### config.mk
export PLATFORM = sky130hd
export DESIGN_NAME = cache_line_bridge
export DESIGN_NICKNAME = d
export VERILOG_FILES = /design/src/rtl/cache_line_bridge.sv
export SDC_FILE = /design/constraint.sdc
export NUM_CORES = 1
export LEC_CHECK = 0
export CAP_MARGIN = 20
export CORE_MARGIN = 8
export CORE_UTILIZATION = 50
export CTS_BUF_LIST = sky130_fd_sc_hd__clkbuf_16
export DETAILED_ROUTE_END_ITERATION = 10
export GPL_ROUTABILITY_DRIVEN = 0
export GPL_TIMING_DRIVEN = 0
export PLACE_DENSITY = 0.82
export SLEW_MARGIN = 40
export SYNTH_ARGS = -nofsm -noshare
export SYNTH_HDL_FRONTEND = slang
export SYNTH_SLANG_ARGS = --single-unit
### constraint.sdc
create_clock -name clk -period 3.9 [get_ports clk]
set_input_delay 0.78 -clock clk [delete_from_list [all_inputs] [get_ports clk]]
set_output_delay 0.78 -clock clk [all_outputs]
set_load 0.01 [all_outputs]
### src/rtl/cache_line_bridge.sv
// cache_line_bridge: moves one 128-bit cache line to/from 16-bit memory as a burst of beats
// (fill, writeback, or writeback then fill). Define CACHE_LINE_BRIDGE_TIMEOUT_EN for the per-beat wait timeout.
module cache_line_bridge #(
    parameter int WORDS_PER_LINE = 8,
    parameter int TIMEOUT_CYCLES = 255
) (
    input  logic                          clk,
    input  logic                          reset_n,
    input  logic                          req_read,
    input  logic                          req_write,
    input  logic [15:0]                   fill_addr,
    input  logic [15:0]                   wb_addr,
    input  logic [16*WORDS_PER_LINE-1:0]  wb_line,
    output logic [16*WORDS_PER_LINE-1:0]  rdata_line,
    output logic                          resp,
    output logic                          busy,
    output logic                          err,
    output logic                          mem_read,
    output logic                          mem_write,
    output logic [15:0]                   mem_address,
    output logic [15:0]                   mem_wdata,
    input  logic [15:0]                   mem_rdata,
    input  logic                          mem_resp
);
    localparam int BEAT_W  = $clog2(WORDS_PER_LINE);
    localparam int LINE_W  = 16 * WORDS_PER_LINE;
    localparam int TAG_LSB = BEAT_W + 1;
    localparam int TAG_W   = 16 - TAG_LSB;
    localparam logic [BEAT_W-1:0] FIRST_BEAT = BEAT_W'(0);
    localparam logic [BEAT_W-1:0] LAST_BEAT  = BEAT_W'(WORDS_PER_LINE - 1);

    typedef enum logic [1:0] {
        IDLE = 2'd0,
        WB   = 2'd1,
        FILL = 2'd2,
        DONE = 2'd3
    } state_t;

    function automatic logic [15:0] line_word(input logic [LINE_W-1:0] line, input logic [BEAT_W-1:0] idx);
        line_word = line[int'(idx) * 16 +: 16];
    endfunction

    state_t              state_r;
    logic [BEAT_W-1:0]   beat_r;
    logic [TAG_W-1:0]    wb_tag_r;
    logic [TAG_W-1:0]    fill_tag_r;
    logic [LINE_W-1:0]   wb_line_r;
    logic                fill_pending_r;
    logic [LINE_W-1:0]   rdata_line_r;
    logic                resp_r;
    logic                busy_r;
    logic                mem_read_r;
    logic                mem_write_r;
    logic [15:0]         mem_address_r;
    logic [15:0]         mem_wdata_r;
    logic [BEAT_W-1:0]   beat_nxt_s;
    logic                timeout_s;
    logic                unused_addr_bits_s;

    assign beat_nxt_s         = beat_r + BEAT_W'(1);
    assign unused_addr_bits_s = ^{fill_addr[TAG_LSB-1:0], wb_addr[TAG_LSB-1:0]};

`ifdef CACHE_LINE_BRIDGE_TIMEOUT_EN
    localparam logic [7:0] WAIT_LIMIT = 8'(TIMEOUT_CYCLES - 1);
    logic [7:0] wait_r;
    logic       err_r;
    logic       in_beat_s;

    assign in_beat_s = (state_r == WB) || (state_r == FILL);
    // Abort fires on the edge where the wait count would reach TIMEOUT_CYCLES.
    assign timeout_s = in_beat_s && !mem_resp && (wait_r == WAIT_LIMIT);

    // Per-beat wait counter: zero outside beats and after every completed beat.
    always_ff @(posedge clk) begin
        if (!reset_n) begin
            wait_r <= 8'd0;
        end else if (in_beat_s && !mem_resp && !timeout_s) begin
            wait_r <= wait_r + 8'd1;
        end else begin
            wait_r <= 8'd0;
        end
    end

    // Error flag lines up with the DONE cycle that follows an abort.
    always_ff @(posedge clk) begin
        if (!reset_n) begin
            err_r <= 1'b0;
        end else begin
            err_r <= timeout_s;
        end
    end

    assign err = err_r;
`else
    assign timeout_s = 1'b0;
    assign err       = 1'b0;
`endif

    // Transfer FSM with registered strobes, beat address/data and assembled line.
    always_ff @(posedge clk) begin
        if (!reset_n) begin
            state_r        <= IDLE;
            beat_r         <= FIRST_BEAT;
            wb_tag_r       <= '0;
            fill_tag_r     <= '0;
            wb_line_r      <= '0;
            fill_pending_r <= 1'b0;
            rdata_line_r   <= '0;
            resp_r         <= 1'b0;
            busy_r         <= 1'b0;
            mem_read_r     <= 1'b0;
            mem_write_r    <= 1'b0;
            mem_address_r  <= 16'h0000;
            mem_wdata_r    <= 16'h0000;
        end else begin
            resp_r <= 1'b0;
            case (state_r)
                IDLE: begin
                    if (req_write) begin
                        wb_tag_r       <= wb_addr[15:TAG_LSB];
                        wb_line_r      <= wb_line;
                        fill_pending_r <= req_read;
                        if (req_read) begin
                            fill_tag_r <= fill_addr[15:TAG_LSB];
                        end
                        beat_r        <= FIRST_BEAT;
                        mem_write_r   <= 1'b1;
                        mem_address_r <= {wb_addr[15:TAG_LSB], FIRST_BEAT, 1'b0};
                        mem_wdata_r   <= line_word(wb_line, FIRST_BEAT);
                        busy_r        <= 1'b1;
                        state_r       <= WB;
                    end else if (req_read) begin
                        fill_tag_r     <= fill_addr[15:TAG_LSB];
                        fill_pending_r <= 1'b0;
                        beat_r         <= FIRST_BEAT;
                        rdata_line_r   <= '0;
                        mem_read_r     <= 1'b1;
                        mem_address_r  <= {fill_addr[15:TAG_LSB], FIRST_BEAT, 1'b0};
                        busy_r         <= 1'b1;
                        state_r        <= FILL;
                    end
                end
                WB: begin
                    if (mem_resp) begin
                        if (beat_r == LAST_BEAT) begin
                            mem_write_r <= 1'b0;
                            beat_r      <= FIRST_BEAT;
                            if (fill_pending_r) begin
                                fill_pending_r <= 1'b0;
                                rdata_line_r   <= '0;
                                mem_read_r     <= 1'b1;
                                mem_address_r  <= {fill_tag_r, FIRST_BEAT, 1'b0};
                                state_r        <= FILL;
                            end else begin
                                resp_r  <= 1'b1;
                                state_r <= DONE;
                            end
                        end else begin
                            beat_r        <= beat_nxt_s;
                            mem_address_r <= {wb_tag_r, beat_nxt_s, 1'b0};
                            mem_wdata_r   <= line_word(wb_line_r, beat_nxt_s);
                        end
                    end else if (timeout_s) begin
                        mem_write_r    <= 1'b0;
                        fill_pending_r <= 1'b0;
                        resp_r         <= 1'b1;
                        state_r        <= DONE;
                    end
                end
                FILL: begin
                    if (mem_resp) begin
                        rdata_line_r[int'(beat_r) * 16 +: 16] <= mem_rdata;
                        if (beat_r == LAST_BEAT) begin
                            mem_read_r <= 1'b0;
                            beat_r     <= FIRST_BEAT;
                            resp_r     <= 1'b1;
                            state_r    <= DONE;
                        end else begin
                            beat_r        <= beat_nxt_s;
                            mem_address_r <= {fill_tag_r, beat_nxt_s, 1'b0};
                        end
                    end else if (timeout_s) begin
                        mem_read_r <= 1'b0;
                        resp_r     <= 1'b1;
                        state_r    <= DONE;
                    end
                end
                DONE: begin
                    busy_r  <= 1'b0;
                    state_r <= IDLE;
                end
                default: begin
                    mem_read_r  <= 1'b0;
                    mem_write_r <= 1'b0;
                    busy_r      <= 1'b0;
                    state_r     <= IDLE;
                end
            endcase
        end
    end

    assign rdata_line  = rdata_line_r;
    assign resp        = resp_r;
    assign busy        = busy_r;
    assign mem_read    = mem_read_r;
    assign mem_write   = mem_write_r;
    assign mem_address = mem_address_r;
    assign mem_wdata   = mem_wdata_r;

endmodule

### Word-level counts from Yosys, hierarchy flattened

Cells that the tools add are included.

| word-level totals | value |
|---|---|
| register bits | 322 |
| output and inout port bits | 165 |
| logic and storage cells | 106 |

| operators by class | value |
|---|---|
| $add $sub $neg | 2 |
| eq/ne operators | 17 |
| shift operators | 3 |
| muxes and demuxes | 54 |
| reductions and logical operators | 17 |

Operators by type and width:

| cell | count |
|---|---|
| $mux 128 | 6 |
| $pmux 128 s3 | 1 |
| $mux 16 | 10 |
| $bwmux 128 | 1 |
| $shift 16x33->128 const A | 1 |
| $shiftx 128x8->16 | 1 |
| $shiftx 16x33->128 | 1 |
| $pmux 16 s3 | 1 |
| $neg 7->33 | 1 |
| $pmux 16 s2 | 1 |
| $ne 2x2->1 const B | 10 |
| $mux 1 | 17 |
| $mux 2 | 6 |
| $mux 3 | 4 |
| $reduce_and 4->1 | 3 |
| $pmux 1 s2 | 4 |
| $pmux 2 s4 | 1 |
| $reduce_and 8->1 | 1 |
| $reduce_and 7->1 | 1 |
| $ne 3x3->1 const B | 2 |
| $pmux 3 s2 | 1 |
| $reduce_and 2->1 | 3 |
| $reduce_and 6->1 | 1 |
| $reduce_bool 2->1 | 3 |
| other kinds (11) | 12 |

### Logic depth before layout (Yosys ltp)

| depth | value |
|---|---|
| depth after elaboration | 5 |
| depth in mapped cells | 10 |
| depth with buffers taken out | 7 |

### Least setup slack after synthesis

OpenSTA, ideal clock, no wires.

| timing path | value |
|---|---|
| kind | reg2reg |
| start point | register beat_r[0] |
| end point | register rdata_line_r[10] (netlist: rdata_line[10]) |
| arrival time | 2.539 ns |
| required time | 3.783 ns |
| slack | 1.244 ns |
| stages on the path, launching flop included | 10 |
| path buffers | 2 |
| clock period less this slack | 2.656 ns |
| path through | dfxtp_1 buf_2 inv_1 ha_1 ha_1 or4b_1 o31ai_1 a21boi_2 buf_6 a32o_1 |

| on the way | value |
|---|---|
| word-level cells in the longest chain between the ends | 5 |
| elaborated cells on any way between the ends | 9 |
| those cells by class | 1 x add/sub; 2 x eq/ne; 2 x shift; 3 x mux; 1 x reduce/logical |

Ends and longest elaborated chain:

| what | line | text |
|---|---|---|
| start, declared | 44 | `logic [BEAT_W-1:0] beat_r;` |
| start signal, assigned | 159 | `beat_r <= beat_nxt_s;` |
| start signal, assigned | 179 | `beat_r <= beat_nxt_s;` |
| $neg 7->33 | 172 | `rdata_line_r[int'(beat_r) * 16 +: 16] <= mem_rdata;` |
| $shiftx 16x33->128 or $shift 16x33->128 (tied branches) | 172 |  |
| $bwmux 128 | 172 |  |
| $mux 128 | 171 | `if (mem_resp) begin` |
| $pmux 128 s3 | 117 | `case (state_r)` |
| end signal, assigned by index | 172 |  |
| end, declared | 49 | `logic [LINE_W-1:0] rdata_line_r;` |

Several ways; a longest one is shown, not always the timed one. The select of a mux whose other input is x is not followed.
A chain may end at the register's enable or synchronous reset.

### Worst setup path in the final report

| timing path | value |
|---|---|
| start point | register beat_r[0] |
| end point | register rdata_line_r[105] (netlist: rdata_line[105]) |

The elaborated chain is that of the path after synthesis.

==> flow_metrics.py <==
metrics = {
    "run_status": {
        "status": "finished, final reports clean",
    },
    "clocking": {
        "clk_path_buf_depth": 3,
        "cts_made_buffers": 34,
        "holdBufCountCts": 0,
        "clk_pin_slew_ns": 0.06,
        "cts-root-buf": "clkbuf_16",
        "post_cts_resized": 0,
        "cts.sinks": 321,
        "cts_tree": "yes",
        "cts.htree.levels": 2,
        "postCtsSetupRepairBufs": 0,
        "worstSkewPairLatency_ns": 0.51,
    },
    "global_routing": {
        "grt_overflow": 0,
        "antenna_found_initial": 1,
        "grt_max_degree": 15,
        "grt_use_total_pct": 28.1,
        "first_global_vias": 12000,
        "grt_pass1_wl_microns": 69100,
    },
    "route": {
        "routed_via_density": 5.81,
        "drtPass1Iterations": 5,
        "vias": 11900,
        "drtAntennaViolNets": 0,
        "drtIter0Drc": 1247,
        "drc": 0,
        "wl_per_cell_microns": 22.2,
        "wl_microns": 45600,
    },
    "timing": {
        "setup_slack_ns": 0.474,
        "rsz0062_at_grt": "false",
        "finalHoldViolCount": 0,
        "hold_slack_ns": 0.456,
        "period_minus_slack_ns": 3.43,
        "setup-violations-final": 0,
        "tns_ns": 0,
        "finClkSkew_ns": 0.00958,
        "max_freq_ghz": 0.292,
        "slew_headroom_pct": 44.6,
        "timing.final.crit_share_pct": 87.8,
        "worstMarginPinSlew_ns": 0.832,
        "drv_slew": 0,
    },
    "logic_synthesis": {
        "synth_most_common_cell": "nand2_1",
        "synth_top_area_cell": "dfxtp_1",
        "synth_common_cells": "nand2_1, dfxtp_1, a21boi_0",
        "ys_warn_count": 0,
        "async_flop_share_pct": 0,
        "synthCells": 1325,
        "ys_ff_latch": 321,
        "synth_top_area_share_pct": 49.4,
        "synth-edff-count": 0,
        "yosys_most_used_dff": "dfxtp_1",
        "netlist_area_sq_um": 13000,
        "avgSynthCellArea_sq_um": 9.82,
        "yosysSeqAreaShare_pct": 49.4,
        "synth_area_leaders": "dfxtp_1, nand2_1, a21boi_0",
        "synth_cell_type_count": 56,
    },
    "layout": {
        "utilization_pct": 69.2,
        "fin_cells": 2055,
        "syn2layout_area_growth_pct": 37.4,
        "drive_gt1_share_pct": 7.27,
        "antennaDiodeCount": 0,
        "final_area_sq_um": 17900,
        "nNetsFinal": 1887,
    },
    "placement": {
        "dp_slack_ns": 0.261,
        "hpwl_microns": 35000,
        "place_area_sq_um": 16800,
        "dpl.cell_count": 1995,
        "port_buffers": 334,
    },
    "die": {
        "num_rows": 59,
        "die_h_microns": 177,
        "die_area_sq_um": 31400,
        "initial_core_util_pct": 50.4,
        "num_io_pins": 346,
        "die_width_microns": 177,
        "core_area_sq_um": 25800,
    },
    "pwr": {
        "power_density_nw_per_um2": 591,
        "p_leak_nw": 6.50,
        "power_mw": 10.6,
        "irDropWorstVdd_uv": 369,
    },
    "min_path": {
        "holdPathStages": 2,
        "whs_endpoint": "rdata_line[65]$_SDFFE_PN0P_",
        "hp-class": "flip-flop to flip-flop",
        "min_from": "rdata_line[65]$_SDFFE_PN0P_",
    },
    "critical_path": {
        "crit_start": "beat_r[0]$_SDFFE_PN0P_",
        "reg2reg_from": "beat_r[0]$_SDFFE_PN0P_",
        "cp-start-kind": "flip-flop",
        "crit_type": "flip-flop to flip-flop",
        "rr_worst_depth": 9,
        "crit_required_ns": 4.32,
        "r2r_end": "rdata_line[105]$_SDFFE_PN0P_",
        "rrSetupSlack_ns": 0.47,
        "cp_data_arrival_time_ns": 3.85,
        "end_kind": "flip-flop",
        "critPathMaxFanout": 10,
    },
    "flow_run": {
        "maxCapViolations": 0,
    },
}
## placed cells by master, fill, tap and decap left out, drive strengths merged, types with 5 or more instances in the layout
master         Yosys  routed
a21boi           168     168
a21oi             14      14
a221oi            12      12
a22o              12      12
a32o              16      16
and2               6       6
buf               31      31
clkbuf            79     116
clkdlybuf4s50      0     334
clkinv             1       7
dfxtp            321     321
ha                10      10
inv               10      22
mux2i             36      36
mux4              32      32
nand2            334     334
nand2b             9       9
nand3             24      24
nand3b            18      18
nor2              10      10
nor2b              8       8
nor3               5       5
o21ai             12      12
o221ai            16      16
o2bb2ai          107     107
## layer usage
metal	GRT usage, %	part of all wire (%)	wire, microns	vias to the layer above
li1	-	-	-	5492
met1	34.0	38	17300	5664
met2	47.9	48	21900	672
met3	6.15	10	4720	109
met4	11.4	3.8	1750	2
met5	0	0.028	13	-
## sequential cells by signal, summed over array words and instances (netlist names)
signal / count
rdata_line: 128
wb_line_r: 128
mem_wdata: 16
mem_address: 15
fill_tag_r: 12
wb_tag_r: 12
beat_r: 3
state_r: 2
busy: 1
fill_pending_r: 1
mem_read: 1
mem_write: 1
resp: 1
## critical path, cell delays in order (launching register included)
cell and delay [ns]:
dfxtp_1 0.42, buf_2 0.39, inv_1 0.21, ha_1 0.32, buf_2 0.21, inv_2 0.16, a2111oi_2 0.53, nand4_1 0.52
clkbuf_1 0.36, o2bb2ai_1 0.21
## logic make-up (layout without fill, tap and decap cells)
family,Yosys count,in the layout,synth area share (%)
adder cells (fa/ha/maj),10,10,0.961
flip-flops,321,321,49.4
AO/OA/AOI/OAI,374,374,23.4
other,1,2,0.0288
AND/OR/NAND/NOR,430,430,14.1
multiplexers,68,68,8.31
buffers and inverters,121,515,3.85
## final cells by class
type | count | area (sq um)
fill | 1915 | 7950
sequential | 321 | 6430
multi-input combinational | 884 | 6090
timing repair buffer | 334 | 3340
clock buffer | 37 | 926
buffer | 110 | 463
tap | 335 | 419
clock inverter | 23 | 175
inverter | 11 | 41.3
## how the worst max path moves through the flow
| stage | to | slack [ns] | cells past startpoint |
|---|---|---|---|
| after floorplan | rdata_line[10]$_SDFFE_PN0P_ | 1.24 | 9 |
| after global placement | wb_line_r[108]$_SDFFE_PN0P_ | 0.30 | 8 |
| after detailed placement | wb_line_r[108]$_SDFFE_PN0P_ | 0.26 | 8 |
| after CTS | rdata_line[105]$_SDFFE_PN0P_ | 0.56 | 9 |
| after global routing | rdata_line[104]$_SDFFE_PN0P_ | 0.22 | 9 |
| final | rdata_line[105]$_SDFFE_PN0P_ | 0.47 | 9 |
## report_power, final
part	total, mW	internal, mW	switching, mW	leakage (nW)
Clock	3.19	1.90	1.29	0.577
Combinational	3.32	1.29	2.03	3.31
Sequential	4.05	3.75	0.303	2.62
Power figures use the tool's default switching activity.
